`src/rtl/store_buffer_pkg.sv`:
```
// Shared types and sizing helpers for the posted-write store buffer.
// The entry layout fixes the address/data widths used by every instance.
package store_buffer_pkg;

  localparam int SB_ADDR_W = 32;
  localparam int SB_DATA_W = 32;
  localparam int WORD_LSB  = 2;

  typedef struct packed {
    logic [SB_ADDR_W-1:0] addr;
    logic [SB_DATA_W-1:0] data;
  } sb_entry_t;

  function automatic int ptr_width(input int depth);
    return (depth > 1) ? $clog2(depth) : 1;
  endfunction

  function automatic int cnt_width(input int depth);
    return $clog2(depth) + 1;
  endfunction

endpackage

```
`src/rtl/store_buffer_if.sv`:
```
// Pipeline-side load/store port and memory-side read/write port of the store buffer.
// slave is the buffer's view; master is the pipeline/memory view.
interface store_buffer_if #(
  parameter int ADDR_W = store_buffer_pkg::SB_ADDR_W,
  parameter int DATA_W = store_buffer_pkg::SB_DATA_W
);

  logic [ADDR_W-1:0] cpu_addr;
  logic              cpu_write_enable;
  logic [DATA_W-1:0] cpu_write_data;
  logic [DATA_W-1:0] cpu_read_data;
  logic              stall;
  logic              empty;
  logic [ADDR_W-1:0] mem_read_addr;
  logic [DATA_W-1:0] mem_read_data;
  logic              mem_write_valid;
  logic              mem_write_ready;
  logic [ADDR_W-1:0] mem_write_addr;
  logic [DATA_W-1:0] mem_write_data;

  modport slave (
    input  cpu_addr, cpu_write_enable, cpu_write_data, mem_read_data, mem_write_ready,
    output cpu_read_data, stall, empty, mem_read_addr,
           mem_write_valid, mem_write_addr, mem_write_data
  );

  modport master (
    output cpu_addr, cpu_write_enable, cpu_write_data, mem_read_data, mem_write_ready,
    input  cpu_read_data, stall, empty, mem_read_addr,
           mem_write_valid, mem_write_addr, mem_write_data
  );

endinterface

```
`src/rtl/store_buffer_match.sv`:
```
// Combinational youngest-match search over the buffered stores (word granularity).
// Entries are scanned oldest to youngest so the last hit found is the youngest.
module store_buffer_match
  import store_buffer_pkg::*;
#(
  parameter  int DEPTH = 4,
  localparam int PTR_W = ptr_width(DEPTH)
) (
  input  sb_entry_t            entries_i [DEPTH],
  input  logic [DEPTH-1:0]     valid_i,
  input  logic [PTR_W-1:0]     head_i,
  input  logic [SB_ADDR_W-1:0] cpu_addr_i,
  output logic                 hit_o,
  output logic [SB_DATA_W-1:0] data_o
);

  logic [PTR_W-1:0] idx;

  // NOTE: every output of a combinational block gets a default before any branch, so no latch is inferred.
  always_comb begin
    hit_o  = 1'b0;
    data_o = '0;
    idx    = '0;
    for (int k = 0; k < DEPTH; k++) begin
      idx = head_i + PTR_W'(k);
      // XOR then shift drops the byte offset so any address within the word matches.
      if (valid_i[idx] && (((entries_i[idx].addr ^ cpu_addr_i) >> WORD_LSB) == '0)) begin
        hit_o  = 1'b1;
        data_o = entries_i[idx].data;
      end
    end
  end

endmodule

```
`src/rtl/store_buffer.sv`:
```
// Posted-write store buffer: circular FIFO of full-word stores drained in order
// to memory, with youngest-store forwarding to loads.
module store_buffer
  import store_buffer_pkg::*;
#(
  parameter int DEPTH  = 4,
  parameter int ADDR_W = SB_ADDR_W,
  parameter int DATA_W = SB_DATA_W
) (
  input logic          clk,
  input logic          rst_n,
  store_buffer_if.slave bus
);

  localparam int PTR_W = ptr_width(DEPTH);
  localparam int CNT_W = cnt_width(DEPTH);

  sb_entry_t         entries_q [DEPTH];
  logic [PTR_W-1:0]  head_q, head_d, tail_q, tail_d;
  logic [CNT_W-1:0]  count_q, count_d;
  logic [DEPTH-1:0]  valid;
  logic              full, push, pop, hit;
  logic [DATA_W-1:0] fwd_data;
  logic [ADDR_W-1:0] load_addr;

  assign load_addr = bus.cpu_addr;
  assign full      = (count_q == CNT_W'(DEPTH));
  assign push      = bus.cpu_write_enable && !full;
  assign pop       = (count_q != '0) && bus.mem_write_ready;

  always_comb begin
    head_d  = head_q;
    tail_d  = tail_q;
    count_d = count_q;
    if (push) tail_d = tail_q + 1'b1;
    if (pop)  head_d = head_q + 1'b1;
    case ({push, pop})
      2'b10:   count_d = count_q + 1'b1;
      2'b01:   count_d = count_q - 1'b1;
      default: count_d = count_q;
    endcase
  end

  // NOTE: sequential state uses non-blocking assignments so every register samples pre-edge values.
  always_ff @(posedge clk or negedge rst_n) begin
    if (!rst_n) begin
      head_q  <= '0;
      tail_q  <= '0;
      count_q <= '0;
    end else begin
      head_q  <= head_d;
      tail_q  <= tail_d;
      count_q <= count_d;
    end
  end

  // NOTE: entry storage is deliberately unreset; the valid mask derived from head/count hides stale contents.
  always_ff @(posedge clk) begin
    if (push) entries_q[tail_q] <= '{addr: bus.cpu_addr, data: bus.cpu_write_data};
  end

  // Slot i is live when its distance from head (mod DEPTH) is below count.
  always_comb begin
    valid = '0;
    for (int i = 0; i < DEPTH; i++) begin
      valid[i] = ({1'b0, PTR_W'(PTR_W'(i) - head_q)} < count_q);
    end
  end

  store_buffer_match #(.DEPTH(DEPTH)) u_match (
    .entries_i  (entries_q),
    .valid_i    (valid),
    .head_i     (head_q),
    .cpu_addr_i (load_addr),
    .hit_o      (hit),
    .data_o     (fwd_data)
  );

  assign bus.stall           = bus.cpu_write_enable && full;
  assign bus.empty           = (count_q == '0);
  assign bus.mem_write_valid = (count_q != '0);
  assign bus.mem_write_addr  = entries_q[head_q].addr;
  assign bus.mem_write_data  = entries_q[head_q].data;
  assign bus.mem_read_addr   = load_addr;
  assign bus.cpu_read_data   = hit ? fwd_data : bus.mem_read_data;

endmodule

```
`src/flat_wrapper.sv`:
```
// flat-port wrapper written by rule: the top's interface ports become plain ports
module store_buffer_flat import store_buffer_pkg::*;
#(
  parameter int DEPTH  = 4,
  parameter int ADDR_W = SB_ADDR_W,
  parameter int DATA_W = SB_DATA_W
)
  (clk, rst_n, bus_cpu_addr, bus_cpu_write_enable, bus_cpu_write_data, bus_mem_read_data, bus_mem_write_ready, bus_cpu_read_data, bus_stall, bus_empty, bus_mem_read_addr, bus_mem_write_valid, bus_mem_write_addr, bus_mem_write_data);
  store_buffer_if #(.ADDR_W(ADDR_W), .DATA_W(DATA_W)) bus_i ();
  input logic clk;
  input logic rst_n;
  input wire logic [$bits(bus_i.cpu_addr)-1:0] bus_cpu_addr;
  input wire logic [$bits(bus_i.cpu_write_enable)-1:0] bus_cpu_write_enable;
  input wire logic [$bits(bus_i.cpu_write_data)-1:0] bus_cpu_write_data;
  input wire logic [$bits(bus_i.mem_read_data)-1:0] bus_mem_read_data;
  input wire logic [$bits(bus_i.mem_write_ready)-1:0] bus_mem_write_ready;
  output wire logic [$bits(bus_i.cpu_read_data)-1:0] bus_cpu_read_data;
  output wire logic [$bits(bus_i.stall)-1:0] bus_stall;
  output wire logic [$bits(bus_i.empty)-1:0] bus_empty;
  output wire logic [$bits(bus_i.mem_read_addr)-1:0] bus_mem_read_addr;
  output wire logic [$bits(bus_i.mem_write_valid)-1:0] bus_mem_write_valid;
  output wire logic [$bits(bus_i.mem_write_addr)-1:0] bus_mem_write_addr;
  output wire logic [$bits(bus_i.mem_write_data)-1:0] bus_mem_write_data;
  assign bus_i.cpu_addr = bus_cpu_addr;
  assign bus_i.cpu_write_enable = bus_cpu_write_enable;
  assign bus_i.cpu_write_data = bus_cpu_write_data;
  assign bus_i.mem_read_data = bus_mem_read_data;
  assign bus_i.mem_write_ready = bus_mem_write_ready;
  assign bus_cpu_read_data = bus_i.cpu_read_data;
  assign bus_stall = bus_i.stall;
  assign bus_empty = bus_i.empty;
  assign bus_mem_read_addr = bus_i.mem_read_addr;
  assign bus_mem_write_valid = bus_i.mem_write_valid;
  assign bus_mem_write_addr = bus_i.mem_write_addr;
  assign bus_mem_write_data = bus_i.mem_write_data;
  store_buffer #(.DEPTH(DEPTH), .ADDR_W(ADDR_W), .DATA_W(DATA_W)) u_core (.clk(clk), .rst_n(rst_n), .bus(bus_i));
endmodule
```
`config.mk`:
```
export PLATFORM = sky130hd
export DESIGN_NAME = store_buffer_flat
export DESIGN_NICKNAME = d
export VERILOG_FILES = /design/src/rtl/store_buffer_pkg.sv /design/src/rtl/store_buffer_if.sv /design/src/rtl/store_buffer_match.sv /design/src/rtl/store_buffer.sv /design/src/flat_wrapper.sv
export SDC_FILE = /design/constraint.sdc
export NUM_CORES = 1
export LEC_CHECK = 0
export BUFFER_PORTS_ARGS = -buffer_cell sky130_fd_sc_hd__buf_2
export CAP_MARGIN = 20
export CORE_MARGIN = 1.5
export CORE_UTILIZATION = 54
export CTS_CLUSTER_DIAMETER = 200
export DETAILED_ROUTE_END_ITERATION = 6
export PLACE_DENSITY = 0.78
export SLEW_MARGIN = 20
export SYNTH_ARGS = -nofsm -noshare
export SYNTH_HDL_FRONTEND = slang
export SYNTH_SLANG_ARGS = --single-unit
```
`constraint.sdc`:
```
create_clock -name clk -period 5.9 [get_ports clk]
set_input_delay 0.59 -clock clk [delete_from_list [all_inputs] [get_ports clk]]
set_output_delay 0.59 -clock clk [all_outputs]
set_load 0.005 [all_outputs]
```
==> flow_summary.toml, run 1 <==
[outcome]
status = "complete, no violations"

[power_and_ir_drop]
leakage_uw = 0.00697
power.density_nw_per_um2 = 487
ir_worst_vdd_mv = 0.331

[finish]
nets = 1676
drive_gt1_share_pct = 29.4
design_area_um2 = 19800
multi_input_area_um2 = 8890
area_delta_synth_final_pct = 11.8
seqCellArea_um2 = 7870
fillers = 2563

[synth]
yosys-top-cells-count = "edfxtp_1 (256), mux2i_1 (168), nor2_1 (107), mux4_2 (105), xnor2_1 (91)"
ys_async_sr_fraction_pct = 2.66
yosys.area_share.xor_xnor_pct = 6.35
synth_fa_ha_area_share_pct = 0.751
synth_top_area_share_pct = 43.5
ys_types = 63
postSynthNetCount = 1545
synthFlopType = "edfxtp_1"
yosysWarnings = 0
synth_cells = 1435
muxShareOfSynthArea_pct = 26.0
synth_compound_area_share_pct = 9.13
synth_most_common_cell = "edfxtp_1"
synth-seq-cells = 263
yosysSeqAreaShare_pct = 44.5
synth-edff-count = 256
avgSynthCellArea_um2 = 12.3
synth_top_family_by_area = "multiplexers"
synth.area.top_cells = "edfxtp_1 (44%), mux4_2 (13%), mux2i_1 (9.5%)"
yosysTopAreaCell = "edfxtp_1"
yosys.area_share.simple_pct = 8.02
synth_area_um2 = 17700

[sta]
slew_viol_final = 0
max_freq_ghz = 0.180
slew_headroom_pct = 31.6
worst_clock_skew_ns = 0.0144
period_needed_ns = 5.57
tightest_slew_ns = 1.03
holdWs_ns = 0.255
tns_ns = 0
setup_violations = 0
hold_viol = 0
rsz0062_at_grt = "false"
period_share_pct = 94.4

[critical_path]
worstPathArrival_ns = 4.98
path_class = "flip-flop to output port"
cpPeakStageDelay_ns = 0.85
crit_chain = "buf_12 -> mux4_2 -> xnor2_1 -> nand4_1 -> or4_4 -> a2111o_2 -> mux2i_1 -> mux2_2 -> o211ai_1 -> a31oi_1 -> buf_2"
start_kind = "flip-flop"
end_kind = "output port"
required_ns = 5.31
ff2ff_path_depth = 4
cp_max_fo = 50
critPathBufInv = 2
crit_cells = 11
critical-path-top-delay-family = "compound AO/OA/AOI/OAI gates"
slowest_stage = "a2111o_2"

[routing]
drt-pass1-iter-count = 5
drt_iter0_markers = 1155
vias = 12600
drc = 0
wl_per_cell_um = 21.4
wirelength_um = 43600
viasPerCell = 6.20
ant_nets = 0

[global_route]
grt_use_total_pct = 25.6
antenna_found_initial = 4
grt-ovfl-total = 0
grt_pass1_wl_um = 67400
grt_max_degree = 156
grt_pass1_vias = 12100

[min_path]
hold_class = "primary input to flip-flop"
worstHoldPathCells = 1

[die]
initial_utilization_pct = 54.6
coreArea_um2 = 32400
ios = 231
die_w_um = 184
dieHeight_um = 184
die_area_um2 = 33800
row_count = 66

[cts]
h-tree-depth = 1
cts_tree = "yes"
cts_max_path_buffers = 3
path_clk_slew_ns = 0.06
numCtsBuffers = 29
root_buffer = "clkbuf_16"
cts_num_sinks = 263
clock_latency_ns = 0.55

[placed_design]
place_congestion = 0.934
port_buffers = 230
dpl.hpwl_um = 29100
place_area_um2 = 18800

[flow_run]
cap_viol_max_count = 0
-- final timing paths --
check / startpoint / endpoint / slack [ns]
max in group asynchronous: rst_n / u_core.head_q[1] / 5.32
worst max-delay path: u_core.head_q[1] / bus_cpu_read_data[27] / 0.33
min in group asynchronous: rst_n / u_core.head_q[0] / 0.40
worst max register to register: u_core.count_q[0] / u_core.entries_q[70] / 3.29
worst min register to register: u_core.count_q[1] / u_core.count_q[1] / 0.57
worst min-delay path: bus_cpu_write_data[21] / u_core.entries_q[213] / 0.25
-- worst register-to-register path, stage by stage, from the launching register on --
cell and delay, ns:
dfrtp_1 0.44, nor2_1 0.09, a21boi_1 0.51, and2_4 0.59
buf_4 0.58
-- sequential cells by signal (all words and copies together), names as in the netlist --
register	flops
u_core.head_q	2
u_core.entries_q	256
u_core.tail_q	2
u_core.count_q	3
-- through the flow --
step	util [%]	total power, µW	worst slack, ns	cells
final	61.0	9620	0.329	2034
after global routing	61.0	10200	0.0303	2033
after CTS	61.0	9650	0.199	2030
after detailed placement	58.0	7800	0.801	1976
after global placement	58.0	7680	0.954	1976
after floorplan	-	6590	0.134	1435
-- what timing repair did --
| action | 4_1_cts | 5_1_grt |
|---|---|---|
| buffers inserted | 0 | 0 |
| gates resized for setup | 0 | 1 |
| setup endpoints to repair | 0 | 9 |
| hold buffers | 1 | 0 |
| hold endpoints to repair | 7 | 0 |
-- layout make-up --
type	instances	area share, %
inverter	12	0.228
multi-input combinational	1003	45.0
sequential	263	39.8
timing repair buffer	257	7.25
clock inverter	19	1.04
tap	442	2.80
clock buffer	34	3.77
antenna	4	0.0507
-- routing by layer --
layer  share of wire, %  GRT usage, %  vias to the layer above
met5              0.030             0                        -
met4                2.3          7.64                        2
met3                6.9          3.33                       67
met2                 49          42.8                      528
met1                 42          35.0                     6226
li1                   -             -                     5781
-- report_power, final --
| group | total, µW | switching [µW] | internal [µW] |
|---|---|---|---|
| registers | 2800 | 312 | 2490 |
| logic | 5000 | 2690 | 2320 |
| clock network | 1820 | 740 | 1080 |
| total | 9620 | 3740 | 5880 |
-- logic make-up after synthesis --
group / Yosys count
XOR/XNOR: 128
buffers and inverters: 169
AND/OR/NAND/NOR: 300
AO/OA/AOI/OAI: 244
flip-flops: 263
multiplexers: 321
adder cells (fa/ha/maj): 10
-- layout by cell type, fill, tap and decap left out, types with 15 or more instances in the layout --
cell / netlist / layout
xor2_1: 37 / 37
mux2_2: 47 / 47
buf_2: 37 / 230
o22ai_1: 17 / 17
a21oi_1: 64 / 64
nand2_1: 74 / 74
nor2_1: 107 / 106
nor3_1: 23 / 23
mux4_2: 105 / 105
a31oi_1: 20 / 20
a22o_1: 15 / 15
mux2i_1: 168 / 168
o21ai_0: 45 / 45
clkbuf_16: 0 / 29
a311o_1: 15 / 15
nor2b_1: 20 / 20
xnor2_1: 91 / 91
buf_4: 40 / 20
edfxtp_1: 256 / 256
a211oi_1: 18 / 18
No activity file was read; power rests on OpenSTA's default activity.
==> run 2, diff against run 1 <==
--- a/config.mk
+++ b/config.mk
@@ -6,7 +6,7 @@
 export NUM_CORES = 1
 export LEC_CHECK = 0
 export BUFFER_PORTS_ARGS = -buffer_cell sky130_fd_sc_hd__buf_2
-export CAP_MARGIN = 20
+export CAP_MARGIN = 15
 export CORE_MARGIN = 1.5
 export CORE_UTILIZATION = 54
 export CTS_CLUSTER_DIAMETER = 200
==> constraint.sdc (replaced) <==
create_clock -name clk -period 4.6 [get_ports clk]
set_input_delay 0.46 -clock clk [delete_from_list [all_inputs] [get_ports clk]]
set_output_delay 0.46 -clock clk [all_outputs]
set_load 0.005 [all_outputs]
==> run 2 against run 1 <==
The flow now finishes with violations (setup timing); count of clock-buffer cells in the layout up 2; utilization up 4.2 points; power up 38%; clock power up 30%; global-route usage up 0.67 points; final cell count up 3.5%; sequential power up 26%; worst hold slack worse by 0.14 ns; wire length up 7.2%; combinational power up 47%; highest routed layer unchanged.
==> flow_summary.toml, run 2 (same netlist as run 1, synthesis figures left out) <==
[outcome]
status = "finished, violations left"
violations = "setup timing"

[critical_path]
crit_chain = "buf_12 -> buf_12 -> mux4_2 -> xnor2_1 -> nand2_1 -> or4_4 -> a2111oi_4 -> buf_6 -> buf_12 -> mux2i_1 -> mux2_2 -> o211ai_1 -> a31oi_1 -> buf_2"
reg2reg_to = "u_core.entries_q[54]"
reg2reg_slack_ns = 1.95
r2r-start = "u_core.count_q[0]"
crit_path_frequent_cell = "buf_12"
worstPathArrival_ns = 4.36
end_kind = "output port"
cp_max_fo = 7
cpPeakStageDelay_ns = 0.60
slowest_stage = "or4_4"
start_kind = "flip-flop"
ff2ff_path_depth = 4
path_class = "flip-flop to output port"
required_ns = 4.14

[die]
coreArea_um2 = 32400
dieHeight_um = 184
die_area_um2 = 33800
die_w_um = 184
row_count = 66
ios = 231
initial_utilization_pct = 54.6

[placed_design]
dp_slack_ns = 0.113
dpl.hpwl_um = 29000
place_congestion = 0.936
dp.cells = 2007
port_buffers = 230

[sta]
slew_headroom_pct = 29.1
slew_viol_final = 0
period_share_pct = 105
holdWs_ns = 0.116
hold_viol = 0
tightest_slew_ns = 1.06
finalWorstSetupSlack_ns = -0.223
worst_clock_skew_ns = 0.00645
tns_ns = -3.13
rsz0062_at_grt = "true"
max_freq_ghz = 0.207
period_needed_ns = 4.82
setup_violations = 32

[cts]
clock_latency_ns = 0.55
cts_num_sinks = 263
path_clk_slew_ns = 0.06
h-tree-depth = 1
root_buffer = "clkbuf_16"
numCtsBuffers = 30
cts_max_path_buffers = 3
cts_tree = "yes"

[global_route]
grt_pass1_wl_um = 68600
grt_use_total_pct = 26.3
grt_pass1_vias = 12300
antenna_found_initial = 2
grt_max_degree = 190
grt-ovfl-total = 0

[routing]
drc = 0
ant_nets = 0
wirelength_um = 46700
drt-pass1-iter-count = 5
wl_per_cell_um = 22.2
drt_iter0_markers = 1407
vias = 13200
viasPerCell = 6.27

[finish]
post-route-util_pct = 65.2
final_cell_mix = "edfxtp_1 (256), buf_2 (230), mux2i_1 (160)"
final_cells = 2106
drive_gt1_share_pct = 35.5
nets = 1750
largest_reg_flops = 256
diodes = 0
final_common_cell = "edfxtp_1"
regMostFlops = "u_core.entries_q"
fillers = 2346
reg.largest.list = "u_core.entries_q (256), u_core.count_q (3)"
area_delta_synth_final_pct = 19.5

[min_path]
hold_class = "primary input to flip-flop"
holdPathEnd = "u_core.entries_q[74]"
min_from = "bus_cpu_write_data[10]"
worstHoldPathCells = 1

[power_and_ir_drop]
leakage_uw = 0.00761
power.density_nw_per_um2 = 629
ir_worst_vdd_mv = 0.575

[flow_run]
cap_viol_max_count = 0
==> run 2: worst max path at each step <==
stage | from | to | slack [ns] | cells after the start
3_3_place_gp | u_core.head_q[0] | bus_cpu_read_data[27] | 0.20 | 15
3_5_place_dp | u_core.head_q[1] | bus_cpu_read_data[27] | 0.11 | 13
5_1_grt | u_core.head_q[1] | bus_cpu_read_data[15] | -0.31 | 15
4_1_cts | u_core.head_q[1] | bus_cpu_read_data[21] | -0.17 | 14
6_report | u_core.head_q[1] | bus_cpu_read_data[27] | -0.22 | 14
2_1_floorplan | u_core.head_q[0] | bus_cpu_read_data[15] | -0.04 | 22
==> run 2: cell type report <==
class | count | area (µm²) | share of cell area (%)
Clock inverter | 20 | 204 | 0.967
Sequential cell | 263 | 7870 | 37.3
Tap cell | 442 | 553 | 2.62
Timing Repair Buffer | 329 | 2410 | 11.4
Clock buffer | 36 | 773 | 3.66
Multi-Input combinational cell | 1004 | 9240 | 43.8
Inverter | 12 | 45.0 | 0.213
==> run 2: per-stage QoR <==
stage	power, µW	instance area (µm²)
3_5_place_dp	10300	19100
4_1_cts	12900	20500
2_1_floorplan	8660	17900
3_3_place_gp	10100	19100
6_report	13300	21100
5_1_grt	14000	21100
==> run 2: per-layer routing <==
metal / GRT usage, % / share of wire (%) / up-vias
met2: 44.1 / 49 / 666
met1: 35.5 / 40 / 6524
met3: 3.76 / 8.2 / 87
met4: 7.84 / 2.8 / 4
li1: - / - / 5931
met5: 0 / 0.058 / -
==> run 2: worst max-delay path: cells and delay by family, from the launching register on <==
kind                   cells  cell delay, ns
flip-flops                 1            0.52
multiplexers               3            0.82
buffers and inverters      5            0.81
XOR/XNOR                   1            0.18
AO/OA/AOI/OAI              3            0.74
AND/OR/NAND/NOR            2            0.71
==> run 2: where the power goes <==
group | leakage [µW] | switching (µW) | internal, µW
combinational | 0.00471 | 3830 | 3550
clock | 0.000476 | 950 | 1410
sequential | 0.00242 | 336 | 3190
total | 0.00761 | 5110 | 8150
==> run 2: repair_timing <==
item | 4_1_cts | 5_1_grt
buffers inserted | 12 | 16
gates cloned | 6 | 7
endpoints found under the setup margin | 32 | 32
hold buffers | 1 | 0
hold endpoints to repair | 7 | 0
pin swaps | 11 | 24
resized for setup | 27 | 63
